===== src/rtl/fitness_pkg.sv =====
// Purpose : shared state encoding and derived-size helpers for the fitness evaluator.
// Latency : n/a (types and constant functions only).
// Backpressure: n/a.
package fitness_pkg;

    typedef enum logic [1:0] {
        IDLE = 2'd0,
        RUN  = 2'd1,
        DONE = 2'd2
    } state_e;

    // Number of serial compare cycles for one image.
    function automatic int num_chunks(input int width, input int height, input int chunk);
        return (width * height) / chunk;
    endfunction

    // Width of the chunk counter; at least one bit even for a single chunk.
    function automatic int cnt_width(input int n);
        return (n > 1) ? $clog2(n) : 1;
    endfunction

    // Best-score reset value for the default ScoreWidth of 9.
    localparam int                     DefScoreWidth = 9;
    localparam logic [DefScoreWidth-1:0] ScoreAllOnes = '1;

endpackage


===== src/rtl/fitness_evaluator_popcount_unit.sv =====
// Purpose : combinational population count of one ChunkWidth-bit slice.
// Latency : 0 cycles (pure combinational).
// Backpressure: none; output follows input.
// Ports   : vec_i  - slice to count
//           count_o - number of set bits, ScoreWidth wide
module popcount_unit #(
    parameter int ChunkWidth = 16,
    parameter int ScoreWidth = 9
) (
    input  logic [ChunkWidth-1:0] vec_i,
    output logic [ScoreWidth-1:0] count_o
);

    always_comb begin
        count_o = '0;
        for (int i = 0; i < ChunkWidth; i++) begin
            count_o = count_o + ScoreWidth'(vec_i[i]);
        end
    end

endmodule


===== src/rtl/fitness_evaluator.sv =====
// Purpose : Hamming distance of processed image vs target, ChunkWidth pixels per cycle,
//           with best-score/best-id tracking across evaluations.
// Latency : start accepted at edge k -> done pulse after edge k+NumChunks+1.
// Backpressure: none; start is only honoured in IDLE, otherwise dropped (no queueing).
// Ports   : clk, rst (sync, active high); start/image/target/candidateId in;
//           busy/done/score out; clearBest in; bestScore/bestId/bestValid out.
//           Optional macro FITNESS_MASK_EN adds input mask (pixels with mask=0 never count).
module fitness_evaluator
    import fitness_pkg::*;
#(
    parameter int ImageWidth  = 16,
    parameter int ImageHeight = 16,
    parameter int ChunkWidth  = 16,
    parameter int ScoreWidth  = 9,
    parameter int IdWidth     = 8
) (
    input  logic                          clk,
    input  logic                          rst,
    input  logic                          start,
    input  logic [ImageWidth*ImageHeight-1:0] image,
    input  logic [ImageWidth*ImageHeight-1:0] target,
`ifdef FITNESS_MASK_EN
    input  logic [ImageWidth*ImageHeight-1:0] mask,
`endif
    input  logic [IdWidth-1:0]            candidateId,
    input  logic                          clearBest,
    output logic                          busy,
    output logic                          done,
    output logic [ScoreWidth-1:0]         score,
    output logic [ScoreWidth-1:0]         bestScore,
    output logic [IdWidth-1:0]            bestId,
    output logic                          bestValid
);

    localparam int PixW      = ImageWidth * ImageHeight;
    localparam int NumChunks = num_chunks(ImageWidth, ImageHeight, ChunkWidth);
    localparam int CntW      = cnt_width(NumChunks);
    localparam logic [CntW-1:0]       LastChunk = CntW'(NumChunks - 1);
    localparam logic [ScoreWidth-1:0] ScoreOnes = '1;

    state_e                state_q, state_d;
    logic [PixW-1:0]       diff_q, diff_d;
    logic [IdWidth-1:0]    id_q, id_d;
    logic [ScoreWidth-1:0] acc_q, acc_d;
    logic [CntW-1:0]       chunk_q, chunk_d;
    logic                  done_q, done_d;
    logic [ScoreWidth-1:0] score_q, score_d;
    logic [ScoreWidth-1:0] best_score_q, best_score_d;
    logic [IdWidth-1:0]    best_id_q, best_id_d;
    logic                  best_valid_q, best_valid_d;

    logic [ScoreWidth-1:0] chunk_ones;
    logic [PixW-1:0]       start_diff;

`ifdef FITNESS_MASK_EN
    assign start_diff = (image ^ target) & mask;
`else
    assign start_diff = image ^ target;
`endif

    // Always counts the low slice; the register shifts so each chunk reaches bit 0 in turn.
    popcount_unit #(
        .ChunkWidth (ChunkWidth),
        .ScoreWidth (ScoreWidth)
    ) u_popcount (
        .vec_i   (diff_q[ChunkWidth-1:0]),
        .count_o (chunk_ones)
    );

    always_comb begin
        state_d      = state_q;
        diff_d       = diff_q;
        id_d         = id_q;
        acc_d        = acc_q;
        chunk_d      = chunk_q;
        done_d       = 1'b0;
        score_d      = score_q;
        best_score_d = best_score_q;
        best_id_d    = best_id_q;
        best_valid_d = best_valid_q;

        case (state_q)
            IDLE: begin
                if (start) begin
                    diff_d  = start_diff;
                    id_d    = candidateId;
                    acc_d   = '0;
                    chunk_d = '0;
                    state_d = RUN;
                end
            end
            RUN: begin
                acc_d   = acc_q + chunk_ones;
                diff_d  = diff_q >> ChunkWidth;
                chunk_d = chunk_q + CntW'(1);
                if (chunk_q == LastChunk) begin
                    state_d = DONE;
                end
            end
            DONE: begin
                done_d  = 1'b1;
                score_d = acc_q;
                // Strict less-than: on a tie the earlier candidate stays best.
                if (!best_valid_q || (acc_q < best_score_q)) begin
                    best_score_d = acc_q;
                    best_id_d    = id_q;
                    best_valid_d = 1'b1;
                end
                state_d = IDLE;
            end
            default: state_d = IDLE;
        endcase

        // A clear landing on the completing cycle still keeps that result as the new best.
        if (clearBest) begin
            if (state_q == DONE) begin
                best_score_d = acc_q;
                best_id_d    = id_q;
                best_valid_d = 1'b1;
            end else begin
                best_score_d = ScoreOnes;
                best_id_d    = '0;
                best_valid_d = 1'b0;
            end
        end
    end

    always_ff @(posedge clk) begin
        if (rst) begin
            state_q      <= IDLE;
            diff_q       <= '0;
            id_q         <= '0;
            acc_q        <= '0;
            chunk_q      <= '0;
            done_q       <= 1'b0;
            score_q      <= '0;
            best_score_q <= ScoreOnes;
            best_id_q    <= '0;
            best_valid_q <= 1'b0;
        end else begin
            state_q      <= state_d;
            diff_q       <= diff_d;
            id_q         <= id_d;
            acc_q        <= acc_d;
            chunk_q      <= chunk_d;
            done_q       <= done_d;
            score_q      <= score_d;
            best_score_q <= best_score_d;
            best_id_q    <= best_id_d;
            best_valid_q <= best_valid_d;
        end
    end

    assign busy      = (state_q == RUN);
    assign done      = done_q;
    assign score     = score_q;
    assign bestScore = best_score_q;
    assign bestId    = best_id_q;
    assign bestValid = best_valid_q;

endmodule


===== config.mk =====
export PLATFORM = sky130hd
export DESIGN_NAME = fitness_evaluator
export DESIGN_NICKNAME = d
export VERILOG_FILES = /design/src/rtl/fitness_pkg.sv /design/src/rtl/fitness_evaluator_popcount_unit.sv /design/src/rtl/fitness_evaluator.sv
export SDC_FILE = /design/constraint.sdc
export NUM_CORES = 1
export LEC_CHECK = 0
export CORE_AREA = 4 4 215 217
export DETAILED_ROUTE_END_ITERATION = 6
export DIE_AREA = 0 0 219 221
export HOLD_SLACK_MARGIN = 0.12
export PLACE_DENSITY = 0.7
export SLEW_MARGIN = 20
export SYNTH_ARGS = -nofsm -noshare
export SYNTH_HDL_FRONTEND = slang
export SYNTH_SLANG_ARGS = --single-unit

===== constraint.sdc =====
create_clock -name clk -period 10.4 [get_ports clk]
set_input_delay 2.08 -clock clk [delete_from_list [all_inputs] [get_ports clk]]
set_output_delay 2.08 -clock clk [all_outputs]
set_load 0.05 [all_outputs]

==> run summary, run 1 <==
The final design instance area without fill is 21700 um^2. The timing-limited maximum frequency is 208 MHz. The die area came out at 48400 um^2. The worst-case reg-to-reg path depth came out at 14. The number of max-slew violations in the final report is 0.

The ratio of cells with drive above 1 in the final layout is 3.87%. The final layout contains routed wiring with a total length of 51300 um. The worst setup path is of the reg2out kind.

The first routing iteration left 1100 violations. In this run the most critical hold path is launched from score[8]. The number of antenna violations at the first check in global routing is 11. The area of the core is 44100 um^2.

The class of the tightest hold or removal check is reg2reg. Counting flops with a built-in enable in the synthesized netlist gives 0. Setup repair after global routing left no endpoint under its margin. The clock slew at the register clock pins of the worst setup and hold paths is 60 ps. The maximum number of buffers from clock root to sink is 3.

The power density over cell area is 152 nW/um^2. The final route contains 14133 vias. The width of the chip came out at 219 um.

Once detail routing completed, the nets flagged for antenna violations numbered 0. The number of setup violations in the final report is 0. Across the run, the number of max-cap violations was 0. For this design, the sink count on the clock tree is 307. The worst register-to-register path begins at diff_q[1]. The clock skew is 8.53 ps. The number of buffers inserted during clock tree synthesis is 35. Cells fill 49.2% of the core in the end. The number of synthesized register bits came out at 307.

During synthesis, Yosys emitted a total of 0 warnings. The number of instances in the synthesized netlist is 1700. For the worst setup path, the data required time is 8320 ps. The I/O pin count came out at 553.

The number of setup buffers added after CTS is 0. In this run the worst path has a maximum fanout of 151. The count of buffers from port buffering is 552. TritonCTS built the clock tree. The number of nets handed over by synthesis was 2259. The die span in y is 221 um. The mean instance size in the synthesized netlist is 8.65 um^2. The first-pass detailed-route iteration total came out at 5. The share of flip-flops with an asynchronous set or reset after synthesis came out at 0%. Setup slack on the worst reg-to-reg path comes out at 5930 ps. In this run the worst setup path terminates at busy. After detailed routing, the number of vias per cell comes to 5.06. The worst path arrival time is 2740 ps. The leakage component of the power came out at 0.00805 uW. The number of failing hold endpoints at the final stage is 0. The reg-to-reg critical path endpoint is acc_q[6]. The routed wire length per instance is 18.4 um. Tracing the worst setup path back leads to its startpoint at state_q[1]. The post-route minimum period is 4820 ps. The number of buffers inserted by hold repair at cts came out at 0. The share of the clock period used by the worst path came out at 46.3%. Adding up every negative setup slack in the final design gives 0 ps. The maximum vdd drop came out at 0.0979 mV. After detailed routing, the number of remaining DRC violations is 0.

The site row count is 77. The run finished with clean final reports. Leaving out fill and tap cells, the most frequent cell in the layout is sky130_fd_sc_hd__clkdlybuf4s50_1. The via count of the first global-routing pass is 14007. The number of distinct library cells after synthesis is 43. The wire length of the first global-routing pass came out at 76900 um. The number of nets in the finished design is 2733. The cell area after technology mapping came out at 14700 um^2.

The post-detailed-placement half-perimeter wirelength came out at 38900 um. The number of gates resized after CTS was 0. The congestion estimate from routability-driven global placement came to 0.835. The depth of the CTS H-tree came out at 2. The area growth from synthesis to final layout came out at 47.5%. The clock latency reported for the late side of the worst-skew pair is 510 ps. The area of placed instances is 20500 um^2. The clock root buffer is sky130_fd_sc_hd__clkbuf_16.

The worst relative slew slack came out at 30.7%. The starting density of the core came out at 33.3%. The capturing element type of the critical path is a primary output. The final hold slack came out at 454 ps. After filler insertion, the fill cell instance count of the layout stands at 4178. For this run, the register share of the synthesized area comes to 41.8%.

The worst setup path is launched from a flop. The worst-margin pin slew is 1040 ps. For this run, the leading register cell type out of synthesis is sky130_fd_sc_hd__dfxtp_1. The total overflow left after global routing is 0. Entering global routing, the biggest net connects 152 pins. Global routing used 19.9% of the available tracks across all layers.

In the layout the commonest cells are sky130_fd_sc_hd__clkdlybuf4s50_1 (551), sky130_fd_sc_hd__nor2_1 (495), sky130_fd_sc_hd__dfxtp_1 (307).
[Yosys cell counts (2+ instances only)]
| library cell | n | area (um^2) |
|---|---|---|
| sky130_fd_sc_hd__a21o_1 | 3 | 22.5 |
| sky130_fd_sc_hd__a21oi_1 | 46 | 230 |
| sky130_fd_sc_hd__a221oi_1 | 240 | 2100 |
| sky130_fd_sc_hd__and3_1 | 4 | 25.0 |
| sky130_fd_sc_hd__buf_2 | 39 | 195 |
| sky130_fd_sc_hd__buf_4 | 5 | 37.5 |
| sky130_fd_sc_hd__clkbuf_1 | 80 | 300 |
| sky130_fd_sc_hd__dfxtp_1 | 307 | 6150 |
| sky130_fd_sc_hd__fa_1 | 11 | 220 |
| sky130_fd_sc_hd__ha_1 | 24 | 300 |
| sky130_fd_sc_hd__inv_1 | 34 | 128 |
| sky130_fd_sc_hd__mux2_2 | 2 | 22.5 |
| sky130_fd_sc_hd__mux2i_1 | 8 | 80.1 |
| sky130_fd_sc_hd__nand2_1 | 79 | 297 |
| sky130_fd_sc_hd__nand3_1 | 26 | 130 |
| sky130_fd_sc_hd__nand4_1 | 2 | 12.5 |
| sky130_fd_sc_hd__nor2_1 | 495 | 1860 |
| sky130_fd_sc_hd__nor2b_1 | 2 | 12.5 |
| sky130_fd_sc_hd__o211ai_1 | 2 | 15.0 |
| sky130_fd_sc_hd__o21ai_0 | 2 | 10.0 |
| sky130_fd_sc_hd__o22a_2 | 9 | 90.1 |
| sky130_fd_sc_hd__xnor2_1 | 243 | 2130 |
| sky130_fd_sc_hd__xor2_1 | 17 | 149 |
[layer usage]
metal	track usage, %	wire [um]	part of all wire [%]	vias to the layer above
li1	-	-	-	6837
met3	4.31	3930	7.7	63
met2	34.6	25500	50	592
met1	24.6	20600	40	6639
met5	0	13	0.025	-
met4	6.28	1310	2.6	2
[cell families after synthesis]
logic type / share of synthesized area (%)
buf+inv: 4.63
mux: 0.697
fa+ha+maj: 3.54
compound gates: 17.6
flops: 41.8
xor+xnor: 15.5
simple gates: 16.3
[how the worst min path moves through the flow]
stage | slack [ps] | to | cells past startpoint
after global placement | 440 | bestId[4] | 2
after detailed placement | 450 | score[8] | 2
after CTS | 460 | score[8] | 2
after global routing | 480 | score[3] | 2
final | 450 | score[8] | 2
after floorplan | 430 | bestId[0] | 2
[layout make-up]
cell class | count | area, um^2 | area share, %
Multi-Input combinational cell | 1233 | 7890 | 36.4
Tap cell | 592 | 741 | 3.41
Sequential cell | 307 | 6150 | 28.3
Clock buffer | 50 | 1030 | 4.77
Inverter | 35 | 139 | 0.640
Timing Repair Buffer | 562 | 5610 | 25.8
Clock inverter | 8 | 115 | 0.531
Antenna cell | 8 | 20.0 | 0.0923
[worst max-delay path, cell delays in order, from the launching register on]
cell and delay [ps]:
sky130_fd_sc_hd__dfxtp_1 330, sky130_fd_sc_hd__nand2b_1 240, sky130_fd_sc_hd__inv_8 650, sky130_fd_sc_hd__clkdlybuf4s50_1 970
[registers in the layout, summed over array words and instances (netlist names)]
register	flops
diff_q	256
acc_q	9
bestScore	9
score	9
bestId	8
id_q	8
chunk_q	4
state_q	2
bestValid	1
done	1
[per-stage QoR]
| stage | power [uW] | setup WS, ps | instances |
|---|---|---|---|
| final | 3290 | 5580 | 2795 |
| after floorplan | 1730 | 6220 | 1700 |
| after global placement | 2060 | 5220 | 2729 |
| after detailed placement | 2070 | 5160 | 2729 |
| after global routing | 3440 | 5460 | 2792 |
| after CTS | 3320 | 5540 | 2787 |
[where the power goes]
part / internal [uW] / leakage (uW) / switching [uW]
clock network: 762 / 0.000569 / 478
registers: 1270 / 0.00252 / 74.5
logic: 382 / 0.00496 / 326
total: 2410 / 0.00805 / 878
Power figures use the tool's default switching activity.
==> run 2: changes to the inputs <==
Settings changed: CORE_AREA 4 4 215 217 to 4 4 212 214, DIE_AREA 0 0 219 221 to 0 0 216 218, PLACE_DENSITY 0.7 to 0.74.
Clock period 10.4 ns to 4 ns, I/O delays scaled along.
==> run 2 against run 1 <==
  * The flow now finishes with violations (setup timing)
  * Global-route usage grew 1.1 points
  * Setup slack lost 5700 ps
  * Combinational power grew to 2.7 times the previous value
  * Routed wire length grew 2.8%
  * Core utilization grew 2.1 points
  * Critical path depth grew 11
  * Flip-flop and latch count is the same
  * Cell area grew 1.3%
  * Sequential power grew to 2.6 times the previous value
  * Critical path type is now reg2reg
  * Largest cell class unchanged
==> run summary, run 2 (synthesized netlist as in run 1, its figures left out) <==
The slack of the worst reg-to-reg path came out at -70 ps. The site row count came out at 76. The flow ran to the end, but the final reports show violations.

The detailed-route wire length on metal 1 came out at 21100 um. By startpoint and endpoint, the worst setup path is classified as reg2reg. The initial DRC count is 1084. The area of placed instances came out at 20600 um^2. Clock tree synthesis found a total of 307 sinks. The pre-CTS worst setup slack came out at -124 ps. Clock skew on the completed layout was measured at 11.2 ps. The wire length of the first global-routing pass is 78900 um.

The final global-route overflow total is 0. The path with the worst hold slack has its endpoint at bestId[0]. Clock tree synthesis inserted a total of 35 buffers.

The met3 wire length is 3850 um. The first-pass detailed-route iteration total came out at 5. The final design instance area without fill came out at 22000 um^2. Walking the worst path, the cells encountered are ha_4 -> inv_2 -> fa_1 -> fa_1 -> fa_1 -> fa_1 -> inv_2 -> ha_4 -> fa_2 -> a21o_1 -> a21oi_2 -> o21ai_2 -> nand4_1 -> mux2_4. The worst-margin pin slew is 980 ps. The origin of the critical flop-to-flop path is diff_q[1].

The maximum vdd drop came out at 0.210 mV. The via-per-instance ratio is 5.11. The die covers 47100 um^2. The area growth from synthesis to final layout came out at 49.3%. The final reports fail on setup timing. The total number of vias came out at 14298. The HPWL after detailed placement is 40400 um.

The final weighted congestion of routability-driven global placement came out at 0.861. The capturing element type of the critical path is a flop. The total power after layout came out at 8800 uW. The leakage component of the power came out at 0.00819 uW. Across every metal layer, demand over resource in global routing totals 21.0%. The finished layout holds 2798 standard cells, fillers aside. Setup repair after global routing could not meet its margin everywhere.

The beginning of the worst hold path is id_q[0]. The share of total power consumed by net switching is 27.1%. The required time reported for the critical path endpoint came out at 4390 ps. The library cell contributing the largest single delay on the critical path is sky130_fd_sc_hd__fa_1.

The buffer and inverter count on the worst path is 2. The worst relative slew slack is 34.6%. The fraction of power consumed by combinational cells is 21.9%. Once the floorplan was initialized, standard cells occupied 34.3% of the core. Entering global routing, the biggest net connects 164 pins. The area of the core came out at 42900 um^2. The class of the tightest hold or removal check is reg2reg.

STA puts the critical path data arrival time at 4470 ps. The setup slack of the critical path after layout came out at -71.9 ps. In the final layout, the share of cells above drive strength 1 is 5.34%. The number of failing hold endpoints at the final stage is 0. The number of setup violations in the final report came out at 2. Ranked by flip-flop count, first place goes to diff_q.

The count of buffers from port buffering is 552. The worst-case reg-to-reg path depth came out at 14. The highest routing layer actually used is met5. The maximum number of buffers from clock root to sink came out at 3. The remaining antenna violation count after routing came out at 0. From bottom edge to top edge, the die measures 218 um. The most common cell type on the critical path is sky130_fd_sc_hd__fa_1. The routed wire length on met2 came out at 26300 um. Leaving out fill and tap cells, the most frequent cells in the layout are sky130_fd_sc_hd__clkdlybuf4s50_1 (551), sky130_fd_sc_hd__nor2_1 (495), sky130_fd_sc_hd__dfxtp_1 (305).

The number of max-slew violations in the final report was 0. The post-route minimum period is 4070 ps. The library cell used most frequently in the layout, excluding fill and tap cells, is sky130_fd_sc_hd__clkdlybuf4s50_1. The number of maximum-capacitance violations came out at 0. The number of antenna violations at the first check in global routing came out at 6.

The routed wire length per instance is 18.9 um. Clock tree synthesis selected as its root buffer the cell sky130_fd_sc_hd__clkbuf_16. In the final design database the tool counted 2744 nets. The number of hold buffers added after CTS was 0. The power density over cell area is 401 nW/um^2. In this run the worst path has a maximum fanout of 3. The depth of the CTS H-tree came out at 2. For this design the total switching power over the nets is 2380 uW. TritonCTS built the clock tree. The via count of the first global-routing pass came to 14278. In this design, the stage delay of the slowest critical-path cell is 510 ps. The number of cells after detailed placement is 2729. Along the worst hold path, the cell count comes to 2.

The design internal power came out at 6420 uW. The share of total power in the clock network is 38.5%. 553 I/O pins were placed. The share of total power in sequential cells is 39.6%. In this design, the largest share of critical-path delay is due to adder cells. Setup total negative slack on the finished layout was measured at -125 ps. The timing-limited maximum frequency came out at 246 MHz.

The number of filler instances in the final layout came out at 3929. STA classifies the critical path startpoint as a flop. The worst register-to-register path ends at acc_q[8]. In this run the horizontal extent of the chip is 216 um. The final wirelength is 52800 um.

The number of flip-flops in the largest register is 256. The count of unresolved DRC violations after routing is 0. The share of the clock period used by the worst path came out at 102%. The clock latency reported for the late side of the worst-skew pair came out at 510 ps. The clock slew at the register clock pins of the worst setup and hold paths came out at 60 ps.
[run 2: cell count changes in the layout (fill, tap and decap cells not counted), sizes merged]
cell and change:
inv +2, clkinv +1, buf +11, clkinvlp +1, diode -6, clkbuf +1
[run 2: how the worst max path moves through the flow]
stage                          from  cells past startpoint        to
after floorplan           diff_q[0]                     14  acc_q[8]
after global placement    diff_q[0]                     14  acc_q[6]
after detailed placement  diff_q[0]                     14  acc_q[6]
after CTS                 diff_q[0]                     14  acc_q[8]
after global routing      diff_q[0]                     14  acc_q[6]
final                     diff_q[1]                     14  acc_q[8]
[run 2: per-stage QoR]
step	utilization, %	hold slack, ps
4_1_cts	51.1	456
5_1_grt	51.2	474
3_3_place_gp	48.1	439
3_5_place_dp	48.1	447
6_report	51.2	454
2_1_floorplan	-	435
[run 2: metal layers]
layer	up-vias	track usage [%]
met5	-	0
met4	2	6.70
met3	80	4.35
met2	635	36.8
met1	6719	26.0
li1	6862	-
[run 2: area by class of cell]
type | instances | area [um^2] | share of cell area [%]
multi-input cells | 1233 | 7960 | 36.2
inverters | 35 | 139 | 0.632
repair buffers | 573 | 5750 | 26.2
flip-flops and latches | 307 | 6150 | 28.0
well taps | 585 | 732 | 3.33
clock inverters | 12 | 145 | 0.661
clock buffers | 51 | 1090 | 4.96
diodes | 2 | 5.00 | 0.0228
[run 2: worst min-delay path, delay by kind of cell, from the launching register on]
kind	cells	cell delay, ps
flops	1	310
mux	1	50
simple gates	1	50
[run 2: repair_timing]
item                       CTS  global route
setup endpoints to repair    3             6
pin swaps                    2             4
buffers inserted             3             1
gates resized for setup      8             6
[run 2: power by group through the flow]
| stage | Sequential [uW] | Clock, uW | Combinational, uW |
|---|---|---|---|
| floorplan | 3450 | 0 | 1060 |
| global placement | 3540 | 0 | 1840 |
| detailed placement | 3540 | 0 | 1870 |
| CTS | 3480 | 3450 | 1900 |
| global route | 3500 | 3570 | 2120 |
| finish | 3490 | 3390 | 1930 |
